[config.mk]
export PLATFORM = sky130hd
export DESIGN_NAME = d_branch_ctrl
export DESIGN_NICKNAME = d
export VERILOG_FILES = /design/src/rtl/d_branch_ctrl_pkg.sv /design/src/rtl/d_br_hazard.sv /design/src/rtl/d_branch_ctrl.sv
export SDC_FILE = /design/constraint.sdc
export NUM_CORES = 1
export LEC_CHECK = 0
export ABC_AREA = 1
export ABC_CLOCK_PERIOD_IN_PS = 1700
export CORE_AREA = 10 10 132 134
export DETAILED_ROUTE_END_ITERATION = 6
export DIE_AREA = 0 0 142 144
export GPL_TIMING_DRIVEN = 0
export PLACE_DENSITY_LB_ADDON = 0.3
export SYNTH_ARGS = -nofsm -noshare
export SYNTH_HDL_FRONTEND = slang
export SYNTH_HIERARCHICAL = 1
export SYNTH_SLANG_ARGS = --single-unit
[constraint.sdc]
create_clock -name clk -period 1.7 [get_ports clk]
set_input_delay 0.17 -clock clk [delete_from_list [all_inputs] [get_ports clk]]
set_output_delay 0.17 -clock clk [all_outputs]
set_load 0.02 [all_outputs]
[src/rtl/d_branch_ctrl_pkg.sv]
// Shared definitions for the D-stage branch sequencer: comparator op codes,
// FSM state encoding and the single-source Tnew hazard test.
package d_branch_ctrl_pkg;

    typedef enum logic [1:0] {
        BRC_IDLE = 2'd0,
        BRC_WAIT = 2'd1,
        BRC_SLOT = 2'd2
    } brc_state_e;

    localparam logic [2:0] CMP_EQ  = 3'd0;
    localparam logic [2:0] CMP_NE  = 3'd1;
    localparam logic [2:0] CMP_LEZ = 3'd2;
    localparam logic [2:0] CMP_GTZ = 3'd3;
    localparam logic [2:0] CMP_LTZ = 3'd4;
    localparam logic [2:0] CMP_GEZ = 3'd5;
    // D_CMP yields 0 for this code, so an idle comparator never jumps.
    localparam logic [2:0] CMP_NOP = 3'd7;

    // Branch Tuse is 0: any in-flight writer with Tnew > 0 is a hazard.
    function automatic logic src_hazard(input logic [4:0] src,
                                        input logic [4:0] a3,
                                        input logic [1:0] tnew);
        return (src != 5'd0) && (src == a3) && (tnew != 2'd0);
    endfunction

endpackage

[src/rtl/d_br_hazard.sv]
// Combinational rs/rt versus E/M Tnew hazard check for a Tuse=0 consumer.
module d_br_hazard
    import d_branch_ctrl_pkg::*;
(
    input  logic       chk_en,
    input  logic [4:0] rs,
    input  logic [4:0] rt,
    input  logic [4:0] e_a3,
    input  logic [1:0] e_tnew,
    input  logic [4:0] m_a3,
    input  logic [1:0] m_tnew,
    output logic       hazard
);

    logic rs_hz;
    logic rt_hz;

    assign rs_hz  = src_hazard(rs, e_a3, e_tnew) | src_hazard(rs, m_a3, m_tnew);
    assign rt_hz  = src_hazard(rt, e_a3, e_tnew) | src_hazard(rt, m_a3, m_tnew);
    assign hazard = chk_en & (rs_hz | rt_hz);

endmodule

[src/rtl/d_branch_ctrl.sv]
// Decode-stage branch sequencer: holds hazarded branches, resolves the NPC
// select, tracks the delay slot and counts events. Option: BRANCH_LIKELY_EN.
module d_branch_ctrl
    import d_branch_ctrl_pkg::*;
#(
    parameter int CNT_W = 32
) (
    input  logic             clk,
    input  logic             reset,
    input  logic             d_valid,
    input  logic             d_is_br,
    input  logic             d_likely,
    input  logic [2:0]       d_cmp_op,
    input  logic [4:0]       d_rs,
    input  logic [4:0]       d_rt,
    input  logic [4:0]       e_a3,
    input  logic [1:0]       e_tnew,
    input  logic [4:0]       m_a3,
    input  logic [1:0]       m_tnew,
    output logic [2:0]       cmp_op,
    input  logic             cmp_jump,
    output logic             stall,
    output logic             npc_br,
    output logic             ds_flag,
    output logic             ds_annul,
    output logic [CNT_W-1:0] br_cnt,
    output logic [CNT_W-1:0] taken_cnt,
    output logic [CNT_W-1:0] stall_cnt
);

    brc_state_e state, state_nxt;
    logic       br_in_d;
    logic       hazard;
    logic       resolve;
    logic       annul;

    assign br_in_d = d_valid & d_is_br;

    d_br_hazard u_hazard (
        .chk_en (br_in_d),
        .rs     (d_rs),
        .rt     (d_rt),
        .e_a3   (e_a3),
        .e_tnew (e_tnew),
        .m_a3   (m_a3),
        .m_tnew (m_tnew),
        .hazard (hazard)
    );

    assign cmp_op = br_in_d ? d_cmp_op : CMP_NOP;

    // Outputs are gated by reset so an in-flight stall drops the instant reset falls.
    assign resolve = reset & br_in_d & ~hazard;

`ifdef BRANCH_LIKELY_EN
    assign annul = resolve & d_likely & ~cmp_jump;
`else
    logic unused_likely;
    assign unused_likely = d_likely;
    assign annul         = 1'b0;
`endif

    always_ff @(posedge clk or negedge reset) begin
        if (!reset) state <= BRC_IDLE;
        else        state <= state_nxt;
    end

    always_comb begin
        state_nxt = BRC_IDLE;
        stall     = 1'b0;
        npc_br    = 1'b0;
        ds_annul  = 1'b0;
        if (reset && br_in_d) begin
            if (hazard) begin
                stall = 1'b1;
                // A branch held in the slot keeps the slot marking until D moves.
                state_nxt = (state == BRC_SLOT) ? BRC_SLOT : BRC_WAIT;
            end else begin
                npc_br    = cmp_jump;
                ds_annul  = annul;
                state_nxt = annul ? BRC_IDLE : BRC_SLOT;
            end
        end
    end

    assign ds_flag = (state == BRC_SLOT);

    always_ff @(posedge clk or negedge reset) begin
        if (!reset) begin
            br_cnt    <= '0;
            taken_cnt <= '0;
            stall_cnt <= '0;
        end else begin
            if (resolve)            br_cnt    <= br_cnt + 1'b1;
            if (resolve & cmp_jump) taken_cnt <= taken_cnt + 1'b1;
            if (stall)              stall_cnt <= stall_cnt + 1'b1;
        end
    end

endmodule

### Word level (Yosys, flattened, before mapping)

Index checks and enable logic that the tools add are counted.

* bitwise operators: 9
* add/subtract/negate cells: 3
* mux-type cells: 8
* equal/unequal tests: 5
* reductions and logical operators: 13

Operator list (number)
* $add A32 B1 Y32 const B: 3
* $eq A5 B5 Y1: 4
* $reduce_bool A5 Y1: 2
* $logic_and A1 B1 Y1: 9
* $mux W2: 3
* $and A1 B1 Y1: 5
* $mux W1: 4
* $reduce_bool A2 Y1: 2
* $mux W3: 1
* $or A1 B1 Y1: 3
* $eq A2 B2 Y1 const B: 1
* $not A1 Y1: 1

* word-level logic and storage cells: 42
* bits in registers: 98

### Depth between registers and ports, before layout

Gate-level depths: netlist of the first run.

* word-level depth: 9
* depth in mapped cells: 18
* gate-level depth less buffers: 18

### Modules after synthesis

Netlist of the first run, hierarchy kept.

Modules (own cells, without submodules)
* d_branch_ctrl: sequential area each 2452.4 µm², area each 5416.4 µm², times used 1, cells an instance 709
* d_br_hazard: sequential area each 0.0 µm², area each 417.9 µm², times used 1, cells an instance 103

### Worst setup path before layout of the first run

OpenSTA, ideal clock, no wires.

* path type: input-to-reg
* start point: input d_rt[4]
* end point: register stall_cnt[22]
* data arrival time: 1.691 ns
* stages on the path: 13
* slack: -0.122 ns
* setup time: 0.130 ns
* path buffers: 0
* cells stage by stage: inv_1 -> nor2_1 -> nor2_2 -> nand3_1 -> nand2_1 -> nand2_1 -> a21oi_2 -> inv_2 -> nor2_4 -> nand2_4 -> nor2_2 -> nand2_1 -> xnor2_1

* longest elaborated chain between the ends: 8
* elaborated cells on any way between the ends: 12
* those cells by class: eq/ne (2); mux (2); bitwise (3); reduce/logical (5)

RTL lines
* start: declaration: RTL line d_branch_ctrl.sv:15 `input logic [4:0] d_rt,`
* $eq A5 B5 Y1 / $reduce_bool A5 Y1 (equally long branches): RTL line d_branch_ctrl_pkg.sv:24 `return (src != 5'd0) && (src == a3) && (tnew != 2'd0);`
* $logic_and A1 B1 Y1 (2 in series): RTL line d_branch_ctrl_pkg.sv:24
* $or A1 B1 Y1 (*): RTL line d_br_hazard.sv:19 `assign rt_hz = src_hazard(rt, e_a3, e_tnew) | src_hazard(rt, m_a3, m_tnew);`
* $or A1 B1 Y1 (*): RTL line d_br_hazard.sv:20 `assign hazard = chk_en & (rs_hz | rt_hz);`
* $and A1 B1 Y1 (*): RTL line d_br_hazard.sv:20
* net hazard: RTL line d_branch_ctrl.sv:33 `logic hazard;`
* $mux W1 (*): RTL line d_branch_ctrl.sv:74 `if (hazard) begin`
* $mux W1 (*): RTL line d_branch_ctrl.sv:73 `if (reset && br_in_d) begin`
* net stall: RTL line d_branch_ctrl.sv:22 `output logic stall,`
* end signal: assignment: RTL line d_branch_ctrl.sv:96 `if (stall) stall_cnt <= stall_cnt + 1'b1;`
* end: declaration: RTL line d_branch_ctrl.sv:28 `output logic [CNT_W-1:0] stall_cnt`

Mark *: on every way through the listed nets, which the timed path passes. The rest lies on a longest branch.
A chain may end at the register's enable or synchronous reset.

### Final worst setup path of the first run

* start point: input m_a3[0]
* end point: register stall_cnt[28]

* longest elaborated chain between the ends: 8
* elaborated cells on any way between the ends: 12
* those cells by class: eq/ne (2); mux (2); bitwise (4); reduce/logical (4)

RTL lines
* start: declaration: RTL line d_branch_ctrl.sv:18 `input logic [4:0] m_a3,`
* $eq A5 B5 Y1: RTL line d_branch_ctrl_pkg.sv:24
* $logic_and A1 B1 Y1 (2 in series): RTL line d_branch_ctrl_pkg.sv:24
* $or A1 B1 Y1 (on tied branches): RTL line d_br_hazard.sv:18, d_br_hazard.sv:19
* $or A1 B1 Y1 (*): RTL line d_br_hazard.sv:20
* $and A1 B1 Y1 (*): RTL line d_br_hazard.sv:20
* net hazard: RTL line d_branch_ctrl.sv:33
* $mux W1 (*): RTL line d_branch_ctrl.sv:74
* $mux W1 (*): RTL line d_branch_ctrl.sv:73

Marks and branches as above.

==> results.json, run 1 <==
{
  "ant_nets": 0,
  "place_area_mm2": 0.00745,
  "gr-usage-all-layers_pct": 16.0,
  "synth-xor-area-share_pct": 8.86,
  "numClockSinks": 98,
  "arrival_ns": 1.91,
  "numPortBuffers": 133,
  "synth_compound_area_share_pct": 1.44,
  "endpoint_kind": "flip-flop",
  "place_hpwl_um": 12300,
  "drt_pass1_iterations": 5,
  "grt_pass1_wl_um": 26700,
  "cts_inserted_buffers": 9,
  "layout.nets": 1024,
  "pin_count": 136,
  "synth_seq_cells": 98,
  "ys_seq_area_share_pct": 42.0,
  "synth_area_leader_cell": "dfrtp_1",
  "h-tree-depth": 3,
  "synth.area.top_cells": "dfrtp_1 (42%), nand2_1 (17%), inv_1 (8.1%)",
  "synth-main-ff-cell": "dfrtp_1",
  "clk_pin_slew_ns": 0.07,
  "netlist_top_cells_count": "nand2_1 (272), inv_1 (126), dfrtp_1 (98)",
  "yosysMostFrequentCell": "nand2_1",
  "crit_path_start": "m_a3[0]",
  "synthMuxAreaShare_pct": 0,
  "wire_per_inst_um": 14.2,
  "cp_max_fo": 6,
  "ys_async_sr_fraction_pct": 100,
  "yosys.cell_types.count": 27,
  "design_area_mm2": 0.00840,
  "skew_ns": 0.00883,
  "reg2reg_from": "stall_cnt[0]$_DFFE_PN0P_",
  "total_power_mw": 5.87,
  "syn_inst": 812,
  "drv_cap": 0,
  "synth_edf_count": 0,
  "drive_above_1_share_pct": 17.7,
  "status": "finished clean",
  "cts_buffer_depth": 2,
  "max_freq_mhz": 604,
  "peakVddDrop_v": 0.000455,
  "finalCritPeriodShare_pct": 97.4,
  "core-area_mm2": 0.0149,
  "placed_cells": 1134,
  "final.setup.worst_slack_ns": 0.0444,
  "die_h_um": 144,
  "min_path_type": "in2reg",
  "grt_pass1_vias": 5221,
  "fin_util_pct": 56.5,
  "min_from": "d_is_br",
  "die_area_mm2": 0.0204,
  "grt_max_degree": 36,
  "via_per_inst": 4.74,
  "initial_core_util_pct": 39.3,
  "power.density_mw_per_mm2": 698,
  "synth_top_family_by_area": "simple AND/OR/NAND/NOR gates",
  "rsz0062_at_grt": "yes",
  "overflow": 0,
  "drc": 0,
  "place_congestion": 0.885,
  "avgSynthCellArea_um2": 7.19,
  "setup_viol": 0,
  "fin_cells": 1181,
  "cts_root_buf": "clkbuf_16",
  "clock_latency_ns": 0.35,
  "area_delta_synth_final_pct": 44.0,
  "rrSetupSlack_ns": 0.10,
  "maxSlewViolCount": 0,
  "yosysTopAreaCellShare_pct": 42.0,
  "row_count": 45,
  "min_period_ns": 1.66,
  "critPathLaunchType": "primary input",
  "die_x_um": 142,
  "cts_tree": "built",
  "synthAdderAreaFrac_pct": 0.643,
  "fillers": 1422,
  "hold_viol": 0,
  "via_count": 5594,
  "syn_area_mm2": 0.00583,
  "syn-num-nets": 848,
  "antenna_cells": 0,
  "synth-simple-area-share_pct": 38.3,
  "place_ws_ns": -1.10,
  "drt_iter0_drc": 342,
  "worstSetupPathType": "in2reg",
  "wl_um": 16800,
  "synth_warnings": 6,
  "antenna_found_initial": 0,
  "worstPathRequired_ns": 1.95,
  "leakage_nw": 4.13
}
==> cells by family (layout without fill, tap and decap cells) <==
| kind of cell | after synthesis | after routing |
|---|---|---|
| xor+xnor | 59 | 59 |
| buf+inv | 132 | 313 |
| fa+ha+maj | 3 | 3 |
| flops | 98 | 98 |
| compound gates | 14 | 14 |
| simple gates | 505 | 505 |
| other cells | 1 | 1 |
==> path summary, 6_finish.rpt <==
check	to	depth (start not counted)
worst max-delay path	stall_cnt[28]$_DFFE_PN0P_	18
worst min-delay path	state[1]$_DFF_PN0_	3
worst max register to register	stall_cnt[28]$_DFFE_PN0P_	9
worst min register to register	taken_cnt[31]$_DFFE_PN0P_	2
max in group asynchronous	taken_cnt[0]$_DFFE_PN0P_	4
min in group asynchronous	br_cnt[20]$_DFFE_PN0P_	4
==> registers in the layout, indices dropped and copies added, names as in the netlist <==
| register | count |
|---|---|
| stall_cnt | 32 |
| br_cnt | 32 |
| taken_cnt | 32 |
| state | 2 |
==> timing repair <==
| item | in CTS | in global routing |
|---|---|---|
| endpoints found under the setup margin | 96 | 68 |
| pin swaps | 23 | 59 |
| hold endpoints to repair | 35 | 0 |
| gates cloned | 1 | 0 |
| hold buffers | 6 | 0 |
| gates resized for setup | 134 | 116 |
| buffers inserted | 9 | 15 |
==> layout by cell type, fill, tap and decap left out, types with 8 or more instances in the layout <==
cell type,synthesis,final
nand2_1,272,251
inv_4,0,8
buf_6,0,24
inv_1,126,109
dfrtp_1,98,97
clkbuf_16,0,9
nand2_2,2,20
nand3_1,55,55
nand4_1,28,28
xor2_1,30,29
clkdlybuf4s50_1,0,98
nor3_1,23,21
nor2_2,8,21
xnor2_1,29,29
buf_4,2,19
nor2_1,95,71
inv_2,4,12
nor2_4,7,18
==> where the power goes <==
part           switching (mW)  internal, mW  total (mW)
Sequential              0.129          2.45        2.58
Clock                   0.947          1.30        2.25
Combinational           0.553         0.490        1.04
Total                    1.63          4.24        5.87
==> layer usage <==
layer,vias up,share of wire (%),GRT usage [%],routed length (um)
met2,118,48,25.9,8070
li1,2859,-,-,-
met1,2601,45,20.9,7560
met5,-,0,0,0
met4,0,1.4,5.16,231
met3,16,5.5,3.48,923
==> area by class of cell <==
type	instances	area (um2)	area share, %
plain buffers	2	18.8	0.223
clock inverters	6	90.1	1.07
inverters	130	515	6.13
repair buffers	165	1750	20.8
multi-input cells	582	3110	37.0
clock buffers	10	229	2.72
well taps	188	235	2.80
flip-flops and latches	98	2450	29.2
==> worst max-delay path: stages <==
cell and delay [ns]:
buf_6 0.08, inv_2 0.03, nand2_1 0.06, nand2_1 0.05, nor2_1 0.13, nand3_1 0.10
nand2_1 0.09, nand2_2 0.08, a21oi_4 0.17, inv_2 0.09, nor2_4 0.14, buf_8 0.17
nand2_8 0.06, nor2_4 0.19, buf_6 0.13, nand4_1 0.06, nand2_1 0.07, inv_1 0.03
==> through the flow <==
step | hold WS [ns] | setup TNS [ns]
5_1_grt | 0.219 | -0.271
3_5_place_dp | 0.165 | -64.21
2_1_floorplan | -0.126 | -0.129
4_1_cts | 0.278 | 0
3_3_place_gp | 0.473 | -745.22
6_report | 0.212 | 0
No activity file was read; power rests on OpenSTA's default activity.
==> run 2: changes to the inputs <==
- CORE_AREA: 10 10 132 134 -> 2 2 124 126
- DIE_AREA: 0 0 142 144 -> 0 0 126 128
==> run 2 against run 1 <==
Against the previous run: core utilization shrank 0.59 points; final cell count decreased by 0.25%; worst hold slack improved by 0.020 ns; clock power barely moved; sequential cell count did not move; largest cell class unchanged; highest routed layer unchanged.
==> results.json, run 2 (synthesis gave the netlist of run 1 again) <==
{
  "drc": 0,
  "skew_ns": 0.0101,
  "numPortBuffers": 133,
  "numClockSinks": 98,
  "worstSetupPathType": "reg2out",
  "overflow": 0,
  "antenna_cells": 0,
  "via_count": 5556,
  "finalCritPeriodShare_pct": 96.4,
  "drv_cap": 0,
  "antenna_found_initial": 0,
  "critPathLaunchType": "flip-flop",
  "core-area_mm2": 0.0149,
  "endpoint_kind": "output port",
  "grt_pass1_vias": 4990,
  "cp_slowest_stage_delay_ns": 0.60,
  "top_layer_used": "met4",
  "combPwrFrac_pct": 18.4,
  "largest_registers": "br_cnt x32, stall_cnt x32, taken_cnt x32",
  "maxSlewViolCount": 0,
  "final_cell_mix": "nand2_1 (250), inv_1 (109), dfrtp_1 (97), clkdlybuf4s50_1 (97), nor2_1 (77)",
  "setup_viol": 0,
  "wl_met3_um": 661,
  "min_to": "state[1]$_DFF_PN0_",
  "worstPathRequired_ns": 1.53,
  "min_path_type": "in2reg",
  "die_area_mm2": 0.0161,
  "cts_root_buf": "clkbuf_16",
  "wire_per_inst_um": 13.1,
  "drt_iter0_drc": 335,
  "min_period_ns": 1.64,
  "die_x_um": 126,
  "rrSetupSlack_ns": 0.10,
  "place_congestion": 0.861,
  "fin_util_pct": 56.0,
  "status": "finished clean",
  "initial_core_util_pct": 39.3,
  "drive_above_1_share_pct": 16.9,
  "wl_um": 15400,
  "peakVddDrop_v": 0.000535,
  "reg2reg_from": "br_cnt[0]$_DFFE_PN0P_",
  "cts_tree": "built",
  "arrival_ns": 1.47,
  "layout_commonest_cell": "nand2_1",
  "area_delta_synth_final_pct": 42.5,
  "die_h_um": 128,
  "cp_max_fo": 3,
  "max_freq_mhz": 610,
  "row_count": 45,
  "cts_inserted_buffers": 9,
  "place_hpwl_um": 11200,
  "grt_max_degree": 41,
  "pin_count": 136,
  "p_sw_mw": 1.60,
  "via_per_inst": 4.72,
  "crit_chain": "buf_4 -> clkdlybuf4s50_1",
  "whs_path_depth": 3,
  "place_area_mm2": 0.00745,
  "clkPwrFrac_pct": 37.7,
  "h-tree-depth": 3,
  "p_int_mw": 4.28,
  "clk_pin_slew_ns": 0.06,
  "cts_buffer_depth": 2,
  "worst_r2r_endpoint": "br_cnt[24]$_DFFE_PN0P_",
  "layout.nets": 1021,
  "leakage_nw": 4.06,
  "min_from": "d_is_br",
  "fillers": 1412,
  "power.density_mw_per_mm2": 707,
  "drt_pass1_iterations": 5,
  "fin_setup_tns_ns": 0,
  "hold_viol": 0,
  "grt_pass1_wl_um": 24400,
  "gr-usage-all-layers_pct": 18.8,
  "clock_latency_ns": 0.35,
  "rr_worst_depth": 10,
  "rsz0062_at_grt": "yes",
  "met1_length_um": 7140,
  "wl_met2_um": 7380,
  "p_seq_share_pct": 43.9,
  "ant_nets": 0,
  "design_area_mm2": 0.00832,
  "slowest_stage": "clkdlybuf4s50_1",
  "netSwitchingFraction_pct": 27.3
}
==> run 2: what timing repair did <==
item,4_1_cts,5_1_grt
endpoints found under the hold margin,40,0
setup endpoints to repair,96,68
gates cloned,1,0
hold buffers,6,0
pin swaps,22,50
resized for setup,123,123
buffers inserted,10,11
==> run 2: layer usage <==
metal,vias to the layer above,GRT usage [%]
met3,18,3.51
met1,2572,25.9
met5,-,0
met4,0,5.88
li1,2853,-
met2,113,30.3
==> run 2: power groups by stage <==
stage                     clock (mW)  sequential [mW]  combinational (mW)
after global placement             0             2.64               0.877
after CTS                       2.29             2.59               0.915
after detailed placement           0             2.64               0.898
after global routing            2.38             2.60                1.16
after floorplan                    0             2.75               0.297
final                           2.22             2.58                1.08
==> run 2: area by class of cell <==
| class | count | area, um2 | share of cell area (%) |
|---|---|---|---|
| multi-input cells | 582 | 3080 | 37.0 |
| flip-flops and latches | 98 | 2450 | 29.5 |
| repair buffers | 162 | 1690 | 20.4 |
| inverters | 130 | 523 | 6.29 |
| well taps | 188 | 235 | 2.83 |
| clock buffers | 10 | 229 | 2.75 |
| clock inverters | 6 | 87.6 | 1.05 |
| plain buffers | 2 | 18.8 | 0.226 |
==> run 2: worst max path at each step <==
| stage | startpoint | to | cells after the start |
|---|---|---|---|
| after global placement | reset | stall_cnt[29]$_DFFE_PN0P_ | 8 |
| after detailed placement | e_a3[0] | stall_cnt[29]$_DFFE_PN0P_ | 16 |
| after floorplan | e_a3[0] | stall_cnt[22]$_DFFE_PN0P_ | 14 |
| after global routing | d_rt[3] | stall_cnt[29]$_DFFE_PN0P_ | 16 |
| after CTS | br_cnt[0]$_DFFE_PN0P_ | br_cnt[24]$_DFFE_PN0P_ | 10 |
| final | br_cnt[0]$_DFFE_PN0P_ | br_cnt[0] | 2 |
==> run 2: metrics by stage <==
step | total power [mW] | cells | setup WS (ns) | hold WS [ns]
final | 5.88 | 1178 | 0.0617 | 0.232
after global routing | 6.14 | 1178 | -0.0544 | 0.236
after floorplan | 3.05 | 812 | -0.0418 | -0.126
after detailed placement | 3.53 | 1134 | -1.07 | 0.200
after CTS | 5.79 | 1167 | 0.00227 | 0.274
after global placement | 3.51 | 1133 | -4.65 | 0.476
==> run 2: worst max-delay path, delay by kind of cell, from the launching register on <==
family / cells / cell delay (ns)
flip-flops: 1 / 0.38
buffers and inverters: 2 / 0.75
